==> src/rtl/exc_commit_ctrl.sv <==
// Registered exception/interrupt commit controller: prioritises one committing
// instruction's events into a MIPS ExcCode, pulses the CP0 update, then flushes and redirects fetch.
module exc_commit_ctrl #(
  parameter int          HW_INT_NUM   = 6,
  parameter int          SYNC_STAGES  = 2,
  parameter int          FLUSH_CYCLES = 2,
  parameter logic [31:0] EXC_VECTOR   = 32'hbfc0_0380
) (
  input  logic                  clk,
  input  logic                  rst_n,
  input  logic [HW_INT_NUM-1:0] hw_int,
  input  logic                  commit_valid,
  output logic                  commit_ready,
  input  logic [7:0]            exc_flags,
  input  logic                  laddr_err,
  input  logic                  saddr_err,
  input  logic [31:0]           commit_pc,
  input  logic                  commit_bd,
  input  logic [31:0]           commit_badaddr,
  input  logic [31:0]           cp0_status,
  input  logic [31:0]           cp0_cause,
  input  logic [31:0]           cp0_epc,
  output logic [HW_INT_NUM-1:0] ip_sync,
  output logic                  exc_valid,
  output logic [4:0]            exc_code,
  output logic [31:0]           exc_epc,
  output logic                  exc_bd,
  output logic                  exc_badvaddr_we,
  output logic [31:0]           exc_badvaddr,
  output logic                  eret_valid,
  output logic                  flush,
  output logic                  redirect_valid,
  output logic [31:0]           redirect_pc,
  input  logic                  redirect_ready
);

  typedef enum logic [1:0] {S_IDLE, S_FLUSH, S_WAIT} state_e;

  state_e state_q, state_d;
  logic [2:0] cnt_q, cnt_d;
  logic [SYNC_STAGES-1:0][HW_INT_NUM-1:0] sync_q, sync_d;
  logic        exc_valid_q, exc_valid_d, eret_valid_q, eret_valid_d;
  logic [4:0]  exc_code_q, exc_code_d;
  logic [31:0] exc_epc_q, exc_epc_d, exc_bad_q, exc_bad_d, rpc_q, rpc_d;
  logic        exc_bd_q, exc_bd_d, exc_bwe_q, exc_bwe_d, rv_q, rv_d;

  logic [5:0]  ip6;
  logic        int_req, accept, take_exc, take_eret, bwe, hs;
  logic [4:0]  code;
  logic [31:0] bad;
  logic        unused_ok;

  assign unused_ok = ^{cp0_status[31:16], cp0_status[7:2], cp0_cause[31:10],
                       cp0_cause[7:0], exc_flags[1:0]};

  // Stage 0 captures the raw line; the last stage is the only one used.
  assign sync_d  = {sync_q[SYNC_STAGES-2:0], hw_int};
  assign ip_sync = sync_q[SYNC_STAGES-1];

  always_comb begin
    ip6 = '0;
    ip6[HW_INT_NUM-1:0] = ip_sync;
  end

  assign int_req = (({ip6, cp0_cause[9:8]} & cp0_status[15:8]) != 8'd0)
                   && !cp0_status[1] && cp0_status[0];
  assign commit_ready = (state_q == S_IDLE);
  assign flush        = (state_q == S_FLUSH);
  assign accept       = commit_valid && commit_ready;
  assign hs           = rv_q && redirect_ready;

  always_comb begin
    take_exc = 1'b1;
    bwe      = 1'b0;
    bad      = commit_badaddr;
    code     = 5'h00;
    if (int_req)                       code = 5'h00;
    else if (exc_flags[7] || laddr_err) begin
      code = 5'h04;
      bwe  = 1'b1;
      if (exc_flags[7]) bad = commit_pc;
    end
    else if (saddr_err)    begin code = 5'h05; bwe = 1'b1; end
    else if (exc_flags[6]) code = 5'h08;
    else if (exc_flags[5]) code = 5'h09;
    else if (exc_flags[3]) code = 5'h0a;
    else if (exc_flags[2]) code = 5'h0c;
    else                   take_exc = 1'b0;
  end

  assign take_eret = !take_exc && exc_flags[4];

  always_comb begin
    state_d      = state_q;
    cnt_d        = cnt_q;
    exc_valid_d  = 1'b0;
    eret_valid_d = 1'b0;
    exc_bwe_d    = 1'b0;
    exc_code_d   = exc_code_q;
    exc_epc_d    = exc_epc_q;
    exc_bd_d     = exc_bd_q;
    exc_bad_d    = exc_bad_q;
    rv_d         = hs ? 1'b0 : rv_q;
    rpc_d        = rpc_q;
    case (state_q)
      S_IDLE: begin
        if (accept && (take_exc || take_eret)) begin
          state_d = S_FLUSH;
          cnt_d   = 3'(FLUSH_CYCLES - 1);
          rv_d    = 1'b1;
          if (take_exc) begin
            exc_valid_d = 1'b1;
            exc_code_d  = code;
            exc_epc_d   = commit_bd ? commit_pc - 32'd4 : commit_pc;
            exc_bd_d    = commit_bd;
            exc_bwe_d   = bwe;
            exc_bad_d   = bad;
            rpc_d       = EXC_VECTOR;
          end else begin
            eret_valid_d = 1'b1;
            rpc_d        = cp0_epc;
          end
        end
      end
      S_FLUSH: begin
        if (cnt_q == 3'd0) state_d = (rv_q && !redirect_ready) ? S_WAIT : S_IDLE;
        else               cnt_d   = cnt_q - 3'd1;
      end
      S_WAIT:  if (hs) state_d = S_IDLE;
      default: state_d = S_IDLE;
    endcase
  end

  always_ff @(posedge clk or negedge rst_n) begin
    if (!rst_n) begin
      state_q      <= S_IDLE;
      cnt_q        <= '0;
      sync_q       <= '0;
      exc_valid_q  <= 1'b0;
      eret_valid_q <= 1'b0;
      exc_code_q   <= '0;
      exc_epc_q    <= '0;
      exc_bd_q     <= 1'b0;
      exc_bwe_q    <= 1'b0;
      exc_bad_q    <= '0;
      rv_q         <= 1'b0;
      rpc_q        <= '0;
    end else begin
      state_q      <= state_d;
      cnt_q        <= cnt_d;
      sync_q       <= sync_d;
      exc_valid_q  <= exc_valid_d;
      eret_valid_q <= eret_valid_d;
      exc_code_q   <= exc_code_d;
      exc_epc_q    <= exc_epc_d;
      exc_bd_q     <= exc_bd_d;
      exc_bwe_q    <= exc_bwe_d;
      exc_bad_q    <= exc_bad_d;
      rv_q         <= rv_d;
      rpc_q        <= rpc_d;
    end
  end

  assign exc_valid       = exc_valid_q;
  assign eret_valid      = eret_valid_q;
  assign exc_code        = exc_code_q;
  assign exc_epc         = exc_epc_q;
  assign exc_bd          = exc_bd_q;
  assign exc_badvaddr_we = exc_bwe_q;
  assign exc_badvaddr    = exc_bad_q;
  assign redirect_valid  = rv_q;
  assign redirect_pc     = rpc_q;

endmodule

==> config.mk <==
export PLATFORM = sky130hd
export DESIGN_NAME = exc_commit_ctrl
export DESIGN_NICKNAME = d
export VERILOG_FILES = /design/src/rtl/exc_commit_ctrl.sv
export SDC_FILE = /design/constraint.sdc
export NUM_CORES = 1
export LEC_CHECK = 0
export ABC_AREA = 1
export BUFFER_PORTS_ARGS = -buffer_cell sky130_fd_sc_hd__buf_2
export CAP_MARGIN = 20
export CORE_UTILIZATION = 25
export CTS_BUF_LIST = sky130_fd_sc_hd__clkbuf_4 sky130_fd_sc_hd__clkbuf_8
export CTS_CLUSTER_DIAMETER = 40
export DETAILED_ROUTE_END_ITERATION = 10
export MAX_ROUTING_LAYER = met4
export PLACE_DENSITY = 0.53
export SLEW_MARGIN = 20
export SYNTH_ARGS = -nofsm -noshare
export SYNTH_HDL_FRONTEND = slang
export SYNTH_SLANG_ARGS = --single-unit
==> constraint.sdc <==
create_clock -name clk -period 2.5 [get_ports clk]
set_clock_uncertainty 0.05 [all_clocks]
set_input_delay 0.125 -clock clk [delete_from_list [all_inputs] [get_ports clk]]
set_output_delay 0.125 -clock clk [all_outputs]
set_load 0.005 [all_outputs]
Yosys cells after proc, flatten, opt, wreduce, memory -nomap -nowiden
Cells that the tools add are included.

Add/subtract/negate cells: 2. Equality and inequality tests: 6. Mux-type cells: 42. Bitwise operators: 1. Reductions and logical operators: 20.

Operators with widths (number): 32-bit 2-to-1 mux (5); 32-bit by 3-bit subtractor with 32-bit output, second input constant (1); 4-bit 2-to-1 mux (7); 1-bit 2-to-1 mux (22); 3-bit AND reduction (3); 8-bit AND (1); 2-bit 2-to-1 mux (4); 8-bit nonzero test (1); 1-bit logical AND (7); 3-bit 2-to-1 mux (2); 2-bit one-hot mux with 3 select lines (1); 3-bit one-hot mux with 2 select lines (1); 2-bit by 1-bit != test with 1-bit output, second input constant (2); 2-bit != test, second input constant (2); 1-bit logical NOT (3); 3-bit logical NOT (1); 3-bit by 1-bit subtractor with 3-bit output, second input constant (1); 2-bit by 1-bit == test with 1-bit output, second input constant (1); 2-bit == test, second input constant (1); 2-bit logical NOT (1); 1-bit logical OR (2); 2-bit AND reduction (1); 2-bit nonzero test (1).

Flip-flop bits (word level): 123. Input port bits: 181. Output and inout bits: 114. Word-level logic and storage cells: 84.

Logic depth before layout (Yosys ltp)
Gate-level depths: netlist of the first run.

Depth after elaboration: 13. Gate-level depth with buffers: 11. Depth with buffers taken out: 10.

Least setup slack after synthesis of the first run
OpenSTA, ideal clock, no wires.

Path kind: register to register. Start point: reg sync_q (netlist bit ip_sync[3]). End point: reg exc_bad_q[7], in the netlist exc_badvaddr[7]. Library setup time: 65 ps. Arrival time: 1319 ps. Data required time: 2385 ps. Path slack: 1066 ps. Stages on the path, launching flop included: 12. Path buffers: 2. Period minus slack after synthesis: 1434 ps. Path through: dfrtp_1 nand2_1 nand2_1 nor2_1 nand2_1 nand2_1 buf_4 nand2_1 buf_2 nand2_1 nand3_1 nand2_1.

Longest elaborated chain between the ends: 10. Elaborated cells between the ends (all ways): 11. Those cells by class: 2 x mux; 1 x bitwise; 8 x reduce/logical.

RTL lines: start: declaration (line 41) `logic [SYNC_STAGES-1:0][HW_INT_NUM-1:0] sync_q, sync_d;`; start signal: assignment (line 151) `sync_q <= sync_d;`; 8-bit AND * (line 65) `assign int_req = (({ip6, cp0_cause[9:8]} & cp0_status[15:8]) != 8'd0)`; 8-bit nonzero test * (line 65); 1-bit logical AND * (2 in a row) (line 66) `&& !cp0_status[1] && cp0_status[0];`; 1-bit 2-to-1 mux (line 77) `if (int_req) code = 5'h00;`; 1-bit logical NOT (line 91) `assign take_eret = !take_exc && exc_flags[4];`; 1-bit logical AND (line 91); 1-bit logical OR (line 107) `if (accept && (take_exc || take_eret)) begin`; 1-bit logical AND (line 107); 3-bit AND reduction (no line); end signal: assignment (line 145) `exc_bad_q <= '0;`; end signal: assignment (line 158) `exc_bad_q <= exc_bad_d;`; end: declaration (line 44) `logic [31:0] exc_epc_q, exc_epc_d, exc_bad_q, exc_bad_d, rpc_q, rpc_d;`.

Mark *: on every way between the ends. The rest lies on a longest branch, timed or not. A chain may end at the register's enable or synchronous reset.

Final worst setup path of the first run
Start point: reg sync_q (netlist bit ip_sync[3]). End point: reg exc_epc_q[19], in the netlist exc_epc[19].

Longest elaborated chain between the ends: 10.

RTL lines: 8-bit AND * (line 65); 8-bit nonzero test * (line 65); 1-bit logical AND * (2 in a row) (line 66); 1-bit 2-to-1 mux * (line 77); 1-bit logical NOT (line 91); 1-bit logical AND (line 91); 1-bit logical OR (line 107); 1-bit logical AND (line 107); 3-bit AND reduction (no line) *; end signal: assignment (line 155) `exc_epc_q <= exc_epc_d;`; end: declaration (line 44).

Marked as above.

==> results of run 1 <==
## timing repair
action	in CTS	in global routing
buffers inserted	0	0
endpoints found under the hold margin	186	0
hold buffers	97	0
endpoints found under the setup margin	0	0
gates resized for setup	0	0
## power groups by stage
stage | Combinational, W | Clock, W | Sequential [W]
floorplan | 0.00117 | 0 | 0.00309
global placement | 0.00240 | 0 | 0.00302
detailed placement | 0.00244 | 0 | 0.00302
CTS | 0.00256 | 0.00194 | 0.00300
global route | 0.00288 | 0.00201 | 0.00309
finish | 0.00250 | 0.00187 | 0.00300
## Yosys cell counts, drive strengths merged
master | instances | area, µm²
clkbuf | 6 | 22.5
nand4 | 16 | 106
inv | 79 | 297
buf | 30 | 186
o41ai | 1 | 8.76
dfrtp | 122 | 3050
o21bai | 1 | 7.51
conb | 1 | 3.75
nand3b | 2 | 15.0
ha | 3 | 37.5
xor2 | 8 | 70.1
nor2 | 66 | 285
nor3 | 5 | 30.0
o21ai | 54 | 270
xnor2 | 2 | 17.5
and2 | 2 | 12.5
nand2 | 329 | 1250
nand3 | 86 | 435
## per-stage QoR
stage | instances | total power, W | setup slack (ps)
detailed placement | 1346 | 0.00546 | 456
CTS | 1475 | 0.00750 | 424
global route | 1477 | 0.00798 | 215
global placement | 1346 | 0.00542 | 487
floorplan | 813 | 0.00426 | 1070
finish | 1477 | 0.00737 | 504
## per-layer routing
layer	up-vias	global-route usage [%]	part of all wire [%]
li1	3209	-	-
met1	2930	20.6	44
met4	0	4.21	1.1
met3	17	4.98	6.9
met2	215	31.0	48
met5	-	-	0
## kinds of logic after synthesis
group | count (synthesis) | synth area share [%]
AO/OA/AOI/OAI | 56 | 4.69
XOR/XNOR | 10 | 1.43
adder cells (fa/ha/maj) | 3 | 0.615
buffers and inverters | 115 | 8.28
flip-flops | 122 | 50.0
other | 1 | 0.0614
AND/OR/NAND/NOR | 506 | 34.9
## final cells by class
type / instances / area share, %
diodes: 2 / 0.0557
clock buffers: 18 / 2.69
clock inverters: 14 / 1.82
inverters: 79 / 3.30
multi-input cells: 576 / 28.4
flip-flops and latches: 122 / 34.0
well taps: 319 / 4.44
repair buffers: 347 / 25.3
## registers in the layout, indices dropped and copies added (netlist names)
register	cells
cnt_q	3
exc_code	4
sync_d	6
exc_badvaddr	32
exc_bd	1
exc_valid	1
eret_valid	1
redirect_valid	1
exc_badvaddr_we	1
redirect_pc	32
state_q	2
ip_sync	6
exc_epc	32
## layout by cell type, fill, tap and decap left out, types with 6 or more instances in the layout
cell,count
sky130_fd_sc_hd__buf_4,10
sky130_fd_sc_hd__clkbuf_8,17
sky130_fd_sc_hd__nor2_2,6
sky130_fd_sc_hd__o21ai_1,6
sky130_fd_sc_hd__nand3_1,85
sky130_fd_sc_hd__nand2_1,325
sky130_fd_sc_hd__xor2_1,8
sky130_fd_sc_hd__nor2_1,57
sky130_fd_sc_hd__buf_2,238
sky130_fd_sc_hd__inv_1,77
sky130_fd_sc_hd__dfrtp_1,122
sky130_fd_sc_hd__dlygate4sd3_1,97
sky130_fd_sc_hd__nand4_1,15
sky130_fd_sc_hd__o21ai_0,48
## critical path: cells and delay by family (launching register included)
kind | cells | cell delay, ps
and+or+nand+nor | 9 | 790
buffers and inverters | 1 | 700
DFF | 1 | 370
## final timing paths
check | from | endpoint | slack [ps] | cells past startpoint
setup / recovery | ip_sync[3] | exc_epc[19] | 500 | 10
hold / removal | commit_pc[14] | exc_epc[14] | 30 | 4
setup reg to reg | ip_sync[3] | exc_epc[19] | 500 | 10
hold reg to reg | sync_d[7] | ip_sync[1] | 300 | 0
max in group asynchronous | rst_n | exc_epc[21] | 1490 | 3
min in group asynchronous | rst_n | redirect_pc[20] | 110 | 2
==> run summary, run 1 <==
FINAL LAYOUT
--------------------------------------------------------------------------------------
Synth-to-layout area growth .............................................        47.1%
Multi-input logic area ..................................................     2550 µm²
Combined flip-flop and latch cell area ..................................     3050 µm²
Net count, final ........................................................         1327
Share of layout cells above drive strength 1 ............................        26.0%
Filler instances ........................................................         2533
Post-route core utilization .............................................        37.9%
Post-layout instance area ...............................................     8990 µm²

STA
--------------------------------------------------------------------------------------
Tightest slew margin relative to the limit ..............................        33.4%
Total negative slack for setup checks ...................................         0 ps
Maximum clock frequency .................................................      501 MHz
Tightest Pin Transition .................................................       999 ps
Tightest hold margin ....................................................      25.5 ps
Number of max-slew violations in the final report .......................            0
Unrepaired setup endpoints after global routing .........................           no
Clock period minus worst slack ..........................................      2000 ps
Setup-failing EPs final .................................................            0
Final Hold Violating Endpoints ..........................................            0
Ratio of final minimum period to clock period ...........................        79.9%

POWER
--------------------------------------------------------------------------------------
Lkg Pwr .................................................................      4.91 nW
Internal power summed over all cells ....................................    0.00465 W
Sequential power share ..................................................        40.7%
Fraction of power spent switching nets ..................................        36.9%
Peak supply drop ........................................................       333 µV
Net switching power .....................................................    0.00272 W
Combinational cell fraction of total power ..............................        34.0%
Cell area power density .................................................   820 nW/µm²
Clock group share of total power ........................................        25.3%

WORST SETUP PATH
--------------------------------------------------------------------------------------
Class of the most critical setup path ...................................   reg -> reg
Slowest cell on crit path ............................................... sky130_fd_sc_hd__inv_2
Endpoint arrival time on the critical path ..............................      2320 ps
CP cell instances ....................................................... nand2_1 > nand2_1 > nor2_1 > nand2_1 > nand2_1 > nand2_2 > nand2_4 > inv_2 > nand3_1 > nand2_1
Maximum net fanout on the critical path .................................           51
Crit end category .......................................................    flip-flop
Required arrival time at the worst endpoint .............................      2830 ps
Longest individual stage delay on the worst path ........................       700 ps
Most used cell along the critical path .................................. sky130_fd_sc_hd__nand2_1
Kind of launch point of the worst setup path ............................    flip-flop

PLACED DESIGN
--------------------------------------------------------------------------------------
Placed wire-length estimate after detailed placement ....................     15400 µm
Area of placed instances ................................................     7600 µm²
Placer Congestion .......................................................        0.863
IO Port Bufs ............................................................          239

RUN STATUS
--------------------------------------------------------------------------------------
Result of the run ....................................................... complete, no violations

ROUTING
--------------------------------------------------------------------------------------
First-pass DRT Iterations ...............................................            4
Residual DRC count ......................................................            0
Post-detailed-route via-to-cell ratio ...................................         4.31
Wirelength per Cell .....................................................      14.8 µm
Iter 0 DRT Violations ...................................................          298
Detailed-route wire length ..............................................     21800 µm
Via count ...............................................................         6371
Antenna-violating nets left .............................................            0

CLOCKING
--------------------------------------------------------------------------------------
Number of buffers inserted during clock tree synthesis ..................           17
Number of H-tree levels .................................................            4
Sinks on the clock net ..................................................          122
Clock latency reported for the late side of the worst-skew pair .........       440 ps
Largest buffer count on any clock path ..................................            2
TritonCTS clock tree ....................................................         done
Clock slew at the register clock pins of the worst setup and hold paths .        90 ps
Clock root buffer master ................................................ sky130_fd_sc_hd__clkbuf_8

FLOORPLAN
--------------------------------------------------------------------------------------
Initial cell density of the core ........................................        25.8%
Number of placement rows ................................................           56
Height of the chip ......................................................       158 µm
Top Ports ...............................................................          295
Std-Cell Core Area ......................................................    23700 µm²
Die footprint ...........................................................    25100 µm²
Chip width ..............................................................       158 µm

YOSYS
--------------------------------------------------------------------------------------
Mean area per synthesized cell ..........................................     7.51 µm²
Number of distinct library cells after synthesis ........................           30
Post-synthesis sequential element count .................................          122
Ys Warns ................................................................            0
Sequential-to-total area share from yosys stat ..........................        50.0%
Number of nets in the synthesized netlist ...............................          997
Synthesized cell area ...................................................     6110 µm²
Post-Synthesis Cells ....................................................          813

FLOW RUN
--------------------------------------------------------------------------------------
Number of violations of the max-capacitance limit .......................            0

GRT
--------------------------------------------------------------------------------------
Antenna violations before repair ........................................            2
Global routing usage summed across all routing layers ...................        18.0%
Wire length of the first global-routing pass ............................     32800 µm
Maximum number of pins on one net before global-route repair ............           89
Gr ovfl total ...........................................................            0
Via count of the first global-routing pass ..............................         6218

MIN PATH
--------------------------------------------------------------------------------------
Tightest Hold Check Type ................................................    in -> reg

Note: power is estimated with default switching activity, not from simulation.
==> run 2, diff against run 1 <==
- clock period: 2.5 -> 2 ns (I/O delays scaled with it)
==> run 2 against run 1 <==
Net effect: routed wire length increased by 1.1%; flip-flop and latch count is the same; die area did not move; count of clock-buffer cells in the layout unchanged; total power grew 25%; cell count is 0.81% higher; global-route usage down 0.16 points; non-clock buffer count increased by 14; highest routed layer unchanged; first-iteration DRC count increased by 3.7%; critical path depth rose by 2; combinational power rose by 31%; hold slack improved by 7.1 ps.
==> run summary, run 2 (synthesis results as in run 1) <==
CLOCKING
--------------------------------------------------------------------------------------
Largest buffer count on any clock path ..................................            2   unchanged
Sinks on the clock net ..................................................          122   unchanged
TritonCTS clock tree ....................................................         done
Clock latency reported for the late side of the worst-skew pair .........       430 ps   about the same
Number of H-tree levels .................................................            4   unchanged
Number of buffers inserted by post-CTS setup repair .....................            0   unchanged
Number of buffers inserted during clock tree synthesis ..................           17   unchanged
Clock root buffer master ................................................ sky130_fd_sc_hd__clkbuf_8
Clock slew at the register clock pins of the worst setup and hold paths .        80 ps   about the same

ROUTING
--------------------------------------------------------------------------------------
Iter 0 DRT Violations ...................................................          309   +3.7%
Via count ...............................................................         6392   +0.33%
First-pass DRT Iterations ...............................................            4   unchanged
Detailed-route wire length ..............................................     22000 µm   +1.1%
Wirelength per Cell .....................................................      14.8 µm   +0.28%
Post-detailed-route via-to-cell ratio ...................................         4.29   -0.48%
Residual DRC count ......................................................            0   unchanged
Antenna-violating nets left .............................................            0   unchanged

PLACED DESIGN
--------------------------------------------------------------------------------------
Placer Congestion .......................................................        0.888   +2.9%
Placed wire-length estimate after detailed placement ....................     15500 µm   +0.92%
IO Port Bufs ............................................................          239   unchanged
Placed insts ............................................................         1351   +0.37%

WORST SETUP PATH
--------------------------------------------------------------------------------------
Most used cell along the critical path .................................. sky130_fd_sc_hd__nand2_1
Kind of launch point of the worst setup path ............................    flip-flop
Endpoint arrival time on the critical path ..............................      2120 ps   -200 ps
Maximum net fanout on the critical path .................................           25   -51%
Worst R2R Setup Slack ...................................................       150 ps   -350 ps
FF-to-FF path depth .....................................................           12   +2
Longest individual stage delay on the worst path ........................       420 ps   -280 ps
CP cell instances ....................................................... nand2_1 > nand2_1 > nor2_1 > nand2_1 > nand2_2 > buf_4 > nand3_1 > nand2_2 > buf_12 > nand2_2 > nand2_1 > nand2_1
Class of the most critical setup path ...................................   reg -> reg
Required arrival time at the worst endpoint .............................      2270 ps   -560 ps
Slowest cell on crit path ............................................... sky130_fd_sc_hd__dfrtp_1
Crit end category .......................................................    flip-flop
Endpoint of the worst register-to-register path .........................     cnt_q[1]
Reg-to-reg critical path startpoint .....................................   ip_sync[2]

GRT
--------------------------------------------------------------------------------------
Via count of the first global-routing pass ..............................         6109   -1.8%
Gr ovfl total ...........................................................            0   unchanged
Wire length of the first global-routing pass ............................     32400 µm   -1.2%
Global routing usage summed across all routing layers ...................        17.8%   -0.16 points
Antenna violations before repair ........................................            0   -2
Maximum number of pins on one net before global-route repair ............           51   -43%

MIN PATH
--------------------------------------------------------------------------------------
Hold path depth .........................................................            5   +1
End point of the most critical hold path ................................ exc_badvaddr[8]
Beginning of the worst hold path ........................................ commit_badaddr[8]
Tightest Hold Check Type ................................................    in -> reg

STA
--------------------------------------------------------------------------------------
Ratio of final minimum period to clock period ...........................        92.5%   +13 points
Clock period minus worst slack ..........................................      1850 ps   -146 ps
Final Hold Violating Endpoints ..........................................            0   unchanged
Setup-failing EPs final .................................................            0   unchanged
Total negative slack for setup checks ...................................         0 ps   unchanged
Tightest slew margin relative to the limit ..............................        64.5%   +31 points
Number of max-slew violations in the final report .......................            0   unchanged
Maximum clock frequency .................................................      540 MHz   +7.9%
Tightest Pin Transition .................................................       529 ps   -470 ps
Unrepaired setup endpoints after global routing .........................           no

RUN STATUS
--------------------------------------------------------------------------------------
Result of the run ....................................................... complete, no violations

FLOORPLAN
--------------------------------------------------------------------------------------
Chip width ..............................................................       158 µm   unchanged
Number of placement rows ................................................           56   unchanged
Std-Cell Core Area ......................................................    23700 µm²   unchanged
Top Ports ...............................................................          295   unchanged
Initial cell density of the core ........................................        25.8%   unchanged
Die footprint ...........................................................    25100 µm²   unchanged
Height of the chip ......................................................       158 µm   unchanged

FINAL LAYOUT
--------------------------------------------------------------------------------------
Most common cell after layout, fill and taps aside ...................... sky130_fd_sc_hd__nand2_1
Most used cells in the layout excluding fill and tap cells .............. 323 x sky130_fd_sc_hd__nand2_1, 238 x sky130_fd_sc_hd__buf_2, 122 x sky130_fd_sc_hd__dfrtp_1, 104 x sky130_fd_sc_hd__dlygate4sd3_1, 85 x sky130_fd_sc_hd__nand3_1
Final Instance Count excl. Fillers ......................................         1489   +0.81%
Share of layout cells above drive strength 1 ............................        26.4%   +0.46 points
Inserted Diodes .........................................................            0   -2
Synth-to-layout area growth .............................................        50.5%
Net count, final ........................................................         1341   +1.1%

FLOW RUN
--------------------------------------------------------------------------------------
Number of violations of the max-capacitance limit .......................            0   unchanged

POWER
--------------------------------------------------------------------------------------
Cell area power density .................................................  1010 nW/µm²   +23%
Peak supply drop ........................................................       396 µV   +19%
Lkg Pwr .................................................................      5.01 nW   +2.2%
Final total power .......................................................    0.00925 W   +25%

[run 2: critical path, delay by kind of cell (launching register included)]
family	cells	cell delay (ps)
AND/OR/NAND/NOR	10	930
buffers and inverters	2	340
flip-flops	1	420
[run 2: power breakdown]
part | switching, W | internal (W) | leakage, nW
Sequential | 0.000434 | 0.00332 | 1.53
Combinational | 0.00183 | 0.00145 | 3.29
Clock | 0.00109 | 0.00113 | 0.198
Total | 0.00335 | 0.00589 | 5.01
[run 2: routing by layer]
metal,up-vias,routed length (µm),track usage (%)
li1,3227,-,-
met1,2913,9710,21.0
met2,235,10400,30.2
met3,17,1620,4.55
met4,0,314,4.49
met5,-,0,-
[run 2: layout make-up]
type                            count  area [µm²]
Fill cell                        2506       14500
Sequential cell                   122        3050
Multi-Input combinational cell    576        2550
Timing Repair Buffer              361        2500
Tap cell                          319         399
Inverter                           79         297
Clock buffer                       18         241
Clock inverter                     14         150
[run 2: worst max path at each step]
stage / cells after the start / end / slack (ps) / from
after global routing: 11 / exc_badvaddr[24] / 8 / ip_sync[2]
final: 12 / cnt_q[1] / 150 / ip_sync[2]
after global placement: 12 / cnt_q[1] / 190 / ip_sync[2]
after floorplan: 11 / exc_badvaddr[7] / 570 / ip_sync[3]
after CTS: 12 / cnt_q[2] / 140 / ip_sync[2]
after detailed placement: 11 / exc_badvaddr[24] / 170 / ip_sync[2]
[run 2: what timing repair did]
item / 4_1_cts / 5_1_grt
setup endpoints to repair: 0 / 8
endpoints found under the hold margin: 223 / 0
hold buffers: 104 / 0
resized for setup: 0 / 2
[run 2: metrics by stage]
| step | cell area, µm² | util, % | hold slack (ps) | setup WS (ps) |
|---|---|---|---|---|
| 3_5_place_dp | 7700 | 32.5 | -54.5 | 167 |
| 6_report | 9190 | 38.8 | 32.7 | 150 |
| 3_3_place_gp | 7700 | 32.5 | -52.3 | 186 |
| 5_1_grt | 9190 | 38.8 | 22.7 | 8.12 |
| 4_1_cts | 9140 | 38.6 | 0.354 | 139 |
| 2_1_floorplan | 6110 | - | -246 | 566 |
